### config.mk
export PLATFORM = sky130hd
export DESIGN_NAME = blink_led_core
export DESIGN_NICKNAME = d
export VERILOG_FILES = /design/src/rtl/blink_led_core.sv
export SDC_FILE = /design/constraint.sdc
export NUM_CORES = 1
export LEC_CHECK = 0
export CORE_MARGIN = 4
export CORE_UTILIZATION = 60
export DETAILED_ROUTE_END_ITERATION = 7
export PLACE_DENSITY = 0.77
export SLEW_MARGIN = 20
export SYNTH_ARGS = -nofsm -noshare
export SYNTH_HDL_FRONTEND = slang
export SYNTH_SLANG_ARGS = --single-unit
### constraint.sdc
create_clock -name clk_128M -period 3.45 [get_ports clk_128M]
set_clock_uncertainty 0.05 [all_clocks]
set_input_delay 0.5175 -clock clk_128M [delete_from_list [all_inputs] [get_ports clk_128M]]
set_output_delay 0.5175 -clock clk_128M [all_outputs]
set_load 0.01 [all_outputs]
### src/rtl/blink_led_core.sv
// Heartbeat LED generator: a millisecond prescaler feeds a period counter, and the
// LED is lit while the period counter is below the on-time.
module blink_led_core #(
  parameter int unsigned CLK_FREQ_HZ = 128_000_000,
  parameter int unsigned PERIOD_MS   = 1000,
  parameter int unsigned ON_MS       = 500
) (
  input  logic clk_128M,
  input  logic rst_n,
  output logic led
);

  localparam int unsigned PRESCALE = CLK_FREQ_HZ / 1000;
  localparam int unsigned PRE_W    = (PRESCALE > 1) ? $clog2(PRESCALE) : 1;
  localparam int unsigned MS_W     = (PERIOD_MS > 1) ? $clog2(PERIOD_MS) : 1;

  localparam logic [PRE_W-1:0] PRE_LAST = PRE_W'(PRESCALE - 1);
  localparam logic [MS_W-1:0]  MS_LAST  = MS_W'(PERIOD_MS - 1);

  logic [PRE_W-1:0] pre_cnt;
  logic [MS_W-1:0]  ms_cnt;
  logic             ms_tick;
  logic             led_on_p0;

  // Stage p0: prescaler and millisecond counter
  assign ms_tick = (pre_cnt == PRE_LAST);

  always_ff @(posedge clk_128M or negedge rst_n) begin
    if (!rst_n) begin
      pre_cnt <= '0;
    end else if (ms_tick) begin
      pre_cnt <= '0;
    end else begin
      pre_cnt <= pre_cnt + PRE_W'(1);
    end
  end

  always_ff @(posedge clk_128M or negedge rst_n) begin
    if (!rst_n) begin
      ms_cnt <= '0;
    end else if (ms_tick) begin
      ms_cnt <= (ms_cnt == MS_LAST) ? '0 : ms_cnt + MS_W'(1);
    end
  end

  // Stage p1: registered LED, compared at 32 bits so ON_MS >= PERIOD_MS stays lit
  assign led_on_p0 = (32'(ms_cnt) < ON_MS);

  always_ff @(posedge clk_128M or negedge rst_n) begin
    if (!rst_n) begin
      led <= 1'b0;
    end else begin
      led <= led_on_p0;
    end
  end

endmodule

==> results.cfg, run 1 <==
[outcome]
status = completed

[timing]
setup_viol_count_final = 0
rsz0062_at_grt = false
tightestPinTransition_ns = 0.765
fin_crit_ns = 2.41
tns_ns = 0
hold_viol = 0
worst_slack_ns = 1.04
slew_headroom_pct = 48.8
finalMaxSlewViolations = 0
min_period_over_period_pct = 70.0
clock.fmax_mhz = 414

[synth]
syn_area_mm2 = 0.00146
async_flop_share_pct = 100
syn-num-nets = 155
synth_area_leaders = dfrtp_1 (48%), nand3_1 (4.5%), xnor2_1 (4.2%)
synth_seq_area_share_pct = 48.1
synth_common_cells = dfrtp_1 (28), nand2_1 (14), nor2_1 (14)
yosysTopAreaCell = dfrtp_1
yosys.cell_types.count = 37
yosysMostFrequentCell = dfrtp_1
syn_area_per_cell_um2 = 9.65
synth_top_flop_cell = dfrtp_1
synthDominantCellAreaShare_pct = 48.1
synth-warning-count = 0
ys_ff_latch = 28
synth_edf_count = 0
syn-instance-count = 151

[global_route]
overflow = 0
grt_pass1_vias = 1079
grt_max_degree = 19
antenna_found_initial = 0
grt_pass1_wl_um = 5020
grt_usage_pct = 19.1

[layout]
diodes = 0
area_growth_pct = 4.46
fin_area_mm2 = 0.00152
drive_gt1_share_pct = 6.58
final_nets = 157
fillers = 197

[cts]
htreeDepth = 1
clk-insertion-delay-late_ns = 0.32
clockRootBuffer = clkbuf_4
postCtsHoldBufs = 0
path_clk_slew_ns = 0.14
cts.sinks = 28
clockBufferDepth = 2
cts-resized-gates = 0
cts_setup_buffers = 0
cts_buffers = 3
cts_tree = done

[floorplanning]
rows = 17
start_util_pct = 64.7
core_mm2 = 0.00225
io_pins = 3
die_h_um = 57.3
die_w_um = 57.3
fp.dieArea_mm2 = 0.00328

[setup_path]
path_delay_family = simple AND/OR/NAND/NOR gates
rrSetupSlack_ns = 1.04
crit_required_ns = 3.67
slowest_delay_ns = 0.68
path_buf_inv = 0
slowest_stage = nor2_1
ff2ff_path_depth = 5
start_kind = flop
path_cells = ha_1 > nand2_1 > or3_1 > nor2_1 > a32o_1
cp-end-kind = flop
worstPathArrival_ns = 2.64
crit_path_max_fanout = 15
critPathKind = flop to flop
r2r_start = pre_cnt[0]
r2r_end = ms_cnt[3]

[place]
detailed_place_hpwl_um = 2030
post_dp_cell_area_mm2 = 0.00149
place_ws_ns = 1.06
gp_congestion = 0.850
port_buffers = 2

[power_and_ir_drop]
seq_power_share_pct = 66.4
switchingPower_mw = 0.0995
swShare_pct = 20.1
finalPower_mw = 0.494
p_int_mw = 0.395
peakVddDrop_mv = 0.262
powerDensity_mw_per_mm2 = 324
comb_power_share_pct = 1.6
p_leak_nw = 0.641
pwr-share-clk_pct = 32.0

[drt]
drt-total-wl_um = 2740
detail_route.wl_per_cell_um = 15.2
drt-initial-drc-count = 27
route.antenna.remaining_nets = 0
vias = 1129
drc_errors = 0
routed_via_density = 6.27
firstDrtPassIters = 4

[worst_hold_path]
hold_path.class = primary input to async pin

[flow_run]
cap_viol_max_count = 0
-- power by group through the flow --
| stage | Sequential, mW | Combinational [mW] | Clock (mW) |
|---|---|---|---|
| finish | 0.328 | 0.00793 | 0.158 |
| global route | 0.328 | 0.00973 | 0.178 |
| CTS | 0.328 | 0.00861 | 0.163 |
| detailed placement | 0.334 | 0.00863 | 0 |
| global placement | 0.334 | 0.00829 | 0 |
| floorplan | 0.334 | 0.000000257 | 0 |
-- cell type report --
class | count | area, um2 | share of cell area, %
clock buffer | 4 | 36.3 | 2.38
inverter | 2 | 7.51 | 0.493
multi-input combinational | 115 | 716 | 47.0
sequential | 28 | 701 | 46.0
tap | 28 | 35.0 | 2.30
timing repair buffer | 3 | 27.5 | 1.81
-- logic make-up after synthesis --
logic type	synth area share [%]
compound gates	10.6
xor+xnor	7.21
fa+ha+maj	1.72
buf+inv	2.83
flops	48.1
mux	1.37
simple gates	28.2
-- stage by stage --
step	cells	utilization, %	hold WS [ns]
detailed placement	176	65.9	0.436
global route	180	67.5	0.470
global placement	176	65.9	0.425
finish	180	67.5	0.439
floorplan	151	-	0.172
CTS	180	67.5	0.449
-- placed cells by master (no fill, tap or decap), drive strengths merged, types with 2 or more instances in the layout --
cell           instances
a211o                  4
a21o                   2
a21oi                  2
a31oi                  2
and3                   3
and4                   2
clkbuf                 4
clkdlybuf4s50          2
dfrtp                 28
ha                     2
inv                    2
mux2i                  2
nand2                 14
nand3                 14
nand4                  7
nand4b                 3
nor2                  14
nor2b                  2
nor3                   5
nor4                   4
o21ai                  8
or2                    2
or3                    4
xnor2                  7
xor2                   5
-- routing by layer --
layer  global-route usage [%]  part of all wire, %  vias to the layer above
li1                         -                    -                      552
met1                     27.7                   49                      552
met2                     28.9                   47                       23
met3                     3.62                  3.2                        2
met4                     5.96                 0.44                        0
met5                        0                    0                        -
-- worst max path at each step --
stage / from / end / cells past startpoint
CTS: pre_cnt[0] / ms_cnt[6] / 5
detailed placement: pre_cnt[0] / ms_cnt[6] / 5
global placement: pre_cnt[0] / ms_cnt[3] / 5
floorplan: pre_cnt[0] / ms_cnt[8] / 7
global route: pre_cnt[0] / ms_cnt[6] / 5
finish: pre_cnt[0] / ms_cnt[3] / 5
-- sequential cells by signal (all words and copies together) (netlist names) --
| register | cells |
|---|---|
| led | 1 |
| ms_cnt | 10 |
| pre_cnt | 17 |
-- worst register-to-register path, stage by stage, from the launching register on --
cell and delay [ns]:
dfrtp_1 0.43, ha_1 0.27, nand2_1 0.13, or3_1 0.54
nor2_1 0.68, a32o_1 0.27
(Power assumes the default switching activity.)
==> run 2: changes to the inputs <==
==> constraint.sdc (replaced) <==
create_clock -name clk_128M -period 2.45 [get_ports clk_128M]
set_clock_uncertainty 0.05 [all_clocks]
set_input_delay 0.3675 -clock clk_128M [delete_from_list [all_inputs] [get_ports clk_128M]]
set_output_delay 0.3675 -clock clk_128M [all_outputs]
set_load 0.01 [all_outputs]
==> results.cfg, run 2 (synthesized netlist as in run 1, its figures left out) <==
[outcome]
status = completed

[setup_path]
critPathKind = flop to flop
crit_path_max_fanout = 15
start_kind = flop
crit_required_ns = 2.63
worstPathArrival_ns = 2.25
ff2ff_path_depth = 5
cp-end-kind = flop

[cts]
cts_tree = done
cts-resized-gates = 0
path_clk_slew_ns = 0.14
clk-insertion-delay-late_ns = 0.32
cts.sinks = 28
cts_setup_buffers = 0
clockBufferDepth = 2
postCtsHoldBufs = 0
clockRootBuffer = clkbuf_4
cts_buffers = 3
htreeDepth = 1

[layout]
reg.largest.list = pre_cnt: 17 flops, ms_cnt: 10 flops, led: 1 flops
fillers = 175
largest_reg_flops = 17
final_common_cell = dfrtp_1
diodes = 0
final_cell_mix = dfrtp_1 (28), nand2_1 (14), nor2_1 (14), nand3_1 (13), o21ai_0 (8)
drive_gt1_share_pct = 7.19
final_nets = 158
top_register = pre_cnt
area_growth_pct = 4.98

[global_route]
grt_max_degree = 29
grt_pass1_vias = 1041
grt_pass1_wl_um = 4690
grt_usage_pct = 17.7
overflow = 0
antenna_found_initial = 0

[worst_hold_path]
hold_path.class = primary input to async pin

[floorplanning]
die_w_um = 57.3
die_h_um = 57.3
rows = 17
io_pins = 3
fp.dieArea_mm2 = 0.00328
start_util_pct = 64.7
core_mm2 = 0.00225

[flow_run]
cap_viol_max_count = 0

[timing]
rsz0062_at_grt = false
tns_ns = 0
clock.fmax_mhz = 483
worst_slack_ns = 0.379
finalMaxSlewViolations = 0
fin_crit_ns = 2.07
setup_viol_count_final = 0
min_period_over_period_pct = 84.5
slew_headroom_pct = 63.3
hold_viol = 0
tightestPinTransition_ns = 0.547

[drt]
detail_route.wl_per_cell_um = 14.5
drt-initial-drc-count = 37
firstDrtPassIters = 4
drt-total-wl_um = 2630
vias = 1112
drc_errors = 0
route.antenna.remaining_nets = 0
routed_via_density = 6.14

[place]
gp_congestion = 0.856
port_buffers = 2
place_ws_ns = 0.405
detailed_place_hpwl_um = 1910

[power_and_ir_drop]
peakVddDrop_mv = 0.381
powerDensity_mw_per_mm2 = 455
p_leak_nw = 0.647
run 2: power by group:
group	internal [mW]	switching, mW
Sequential	0.462	0
Combinational	0.00244	0.00856
Clock	0.0910	0.131
Total	0.556	0.140
run 2: per-layer routing:
| layer | GRT usage [%] | wire length (um) | vias to the layer above |
|---|---|---|---|
| li1 | - | - | 557 |
| met1 | 25.4 | 1360 | 537 |
| met2 | 28.9 | 1180 | 16 |
| met3 | 2.71 | 70 | 2 |
| met4 | 2.98 | 16 | 0 |
| met5 | 0 | 0 | - |
run 2: cell type report:
cell class | count | area (um2) | share of cell area (%)
well taps | 28 | 35.0 | 2.29
multi-input cells | 115 | 716 | 46.8
inverters | 2 | 7.51 | 0.491
clock buffers | 4 | 36.3 | 2.37
repair buffers | 4 | 35.0 | 2.29
flip-flops and latches | 28 | 701 | 45.8
run 2: worst paths after layout:
kind / endpoint / slack (ns) / from
setup / recovery: ms_cnt[7] / 0.38 / pre_cnt[0]
hold / removal: pre_cnt[6] / 0.35 / rst_n
setup reg to reg: ms_cnt[7] / 0.38 / pre_cnt[0]
hold reg to reg: led / 0.46 / ms_cnt[9]
max in group asynchronous: ms_cnt[6] / 1.75 / rst_n
min in group clk_128M: led / 0.46 / ms_cnt[9]
run 2: through the flow:
step / instance area, um2 / utilization [%] / instances / hold slack [ns] / power, mW
floorplan: 1460 / - / 151 / 0.0219 / 0.471
global placement: 1490 / 66.3 / 177 / 0.432 / 0.482
detailed placement: 1490 / 66.3 / 177 / 0.428 / 0.483
CTS: 1530 / 67.9 / 181 / 0.360 / 0.706
global route: 1530 / 67.9 / 181 / 0.377 / 0.727
finish: 1530 / 67.9 / 181 / 0.347 / 0.696
run 2: worst max-delay path, stage by stage, from the launching register on:
cell	delay, ns
dfrtp_1	0.44
ha_1	0.26
nand2_1	0.13
or3_1	0.53
a211o_1	0.34
a22o_1	0.23
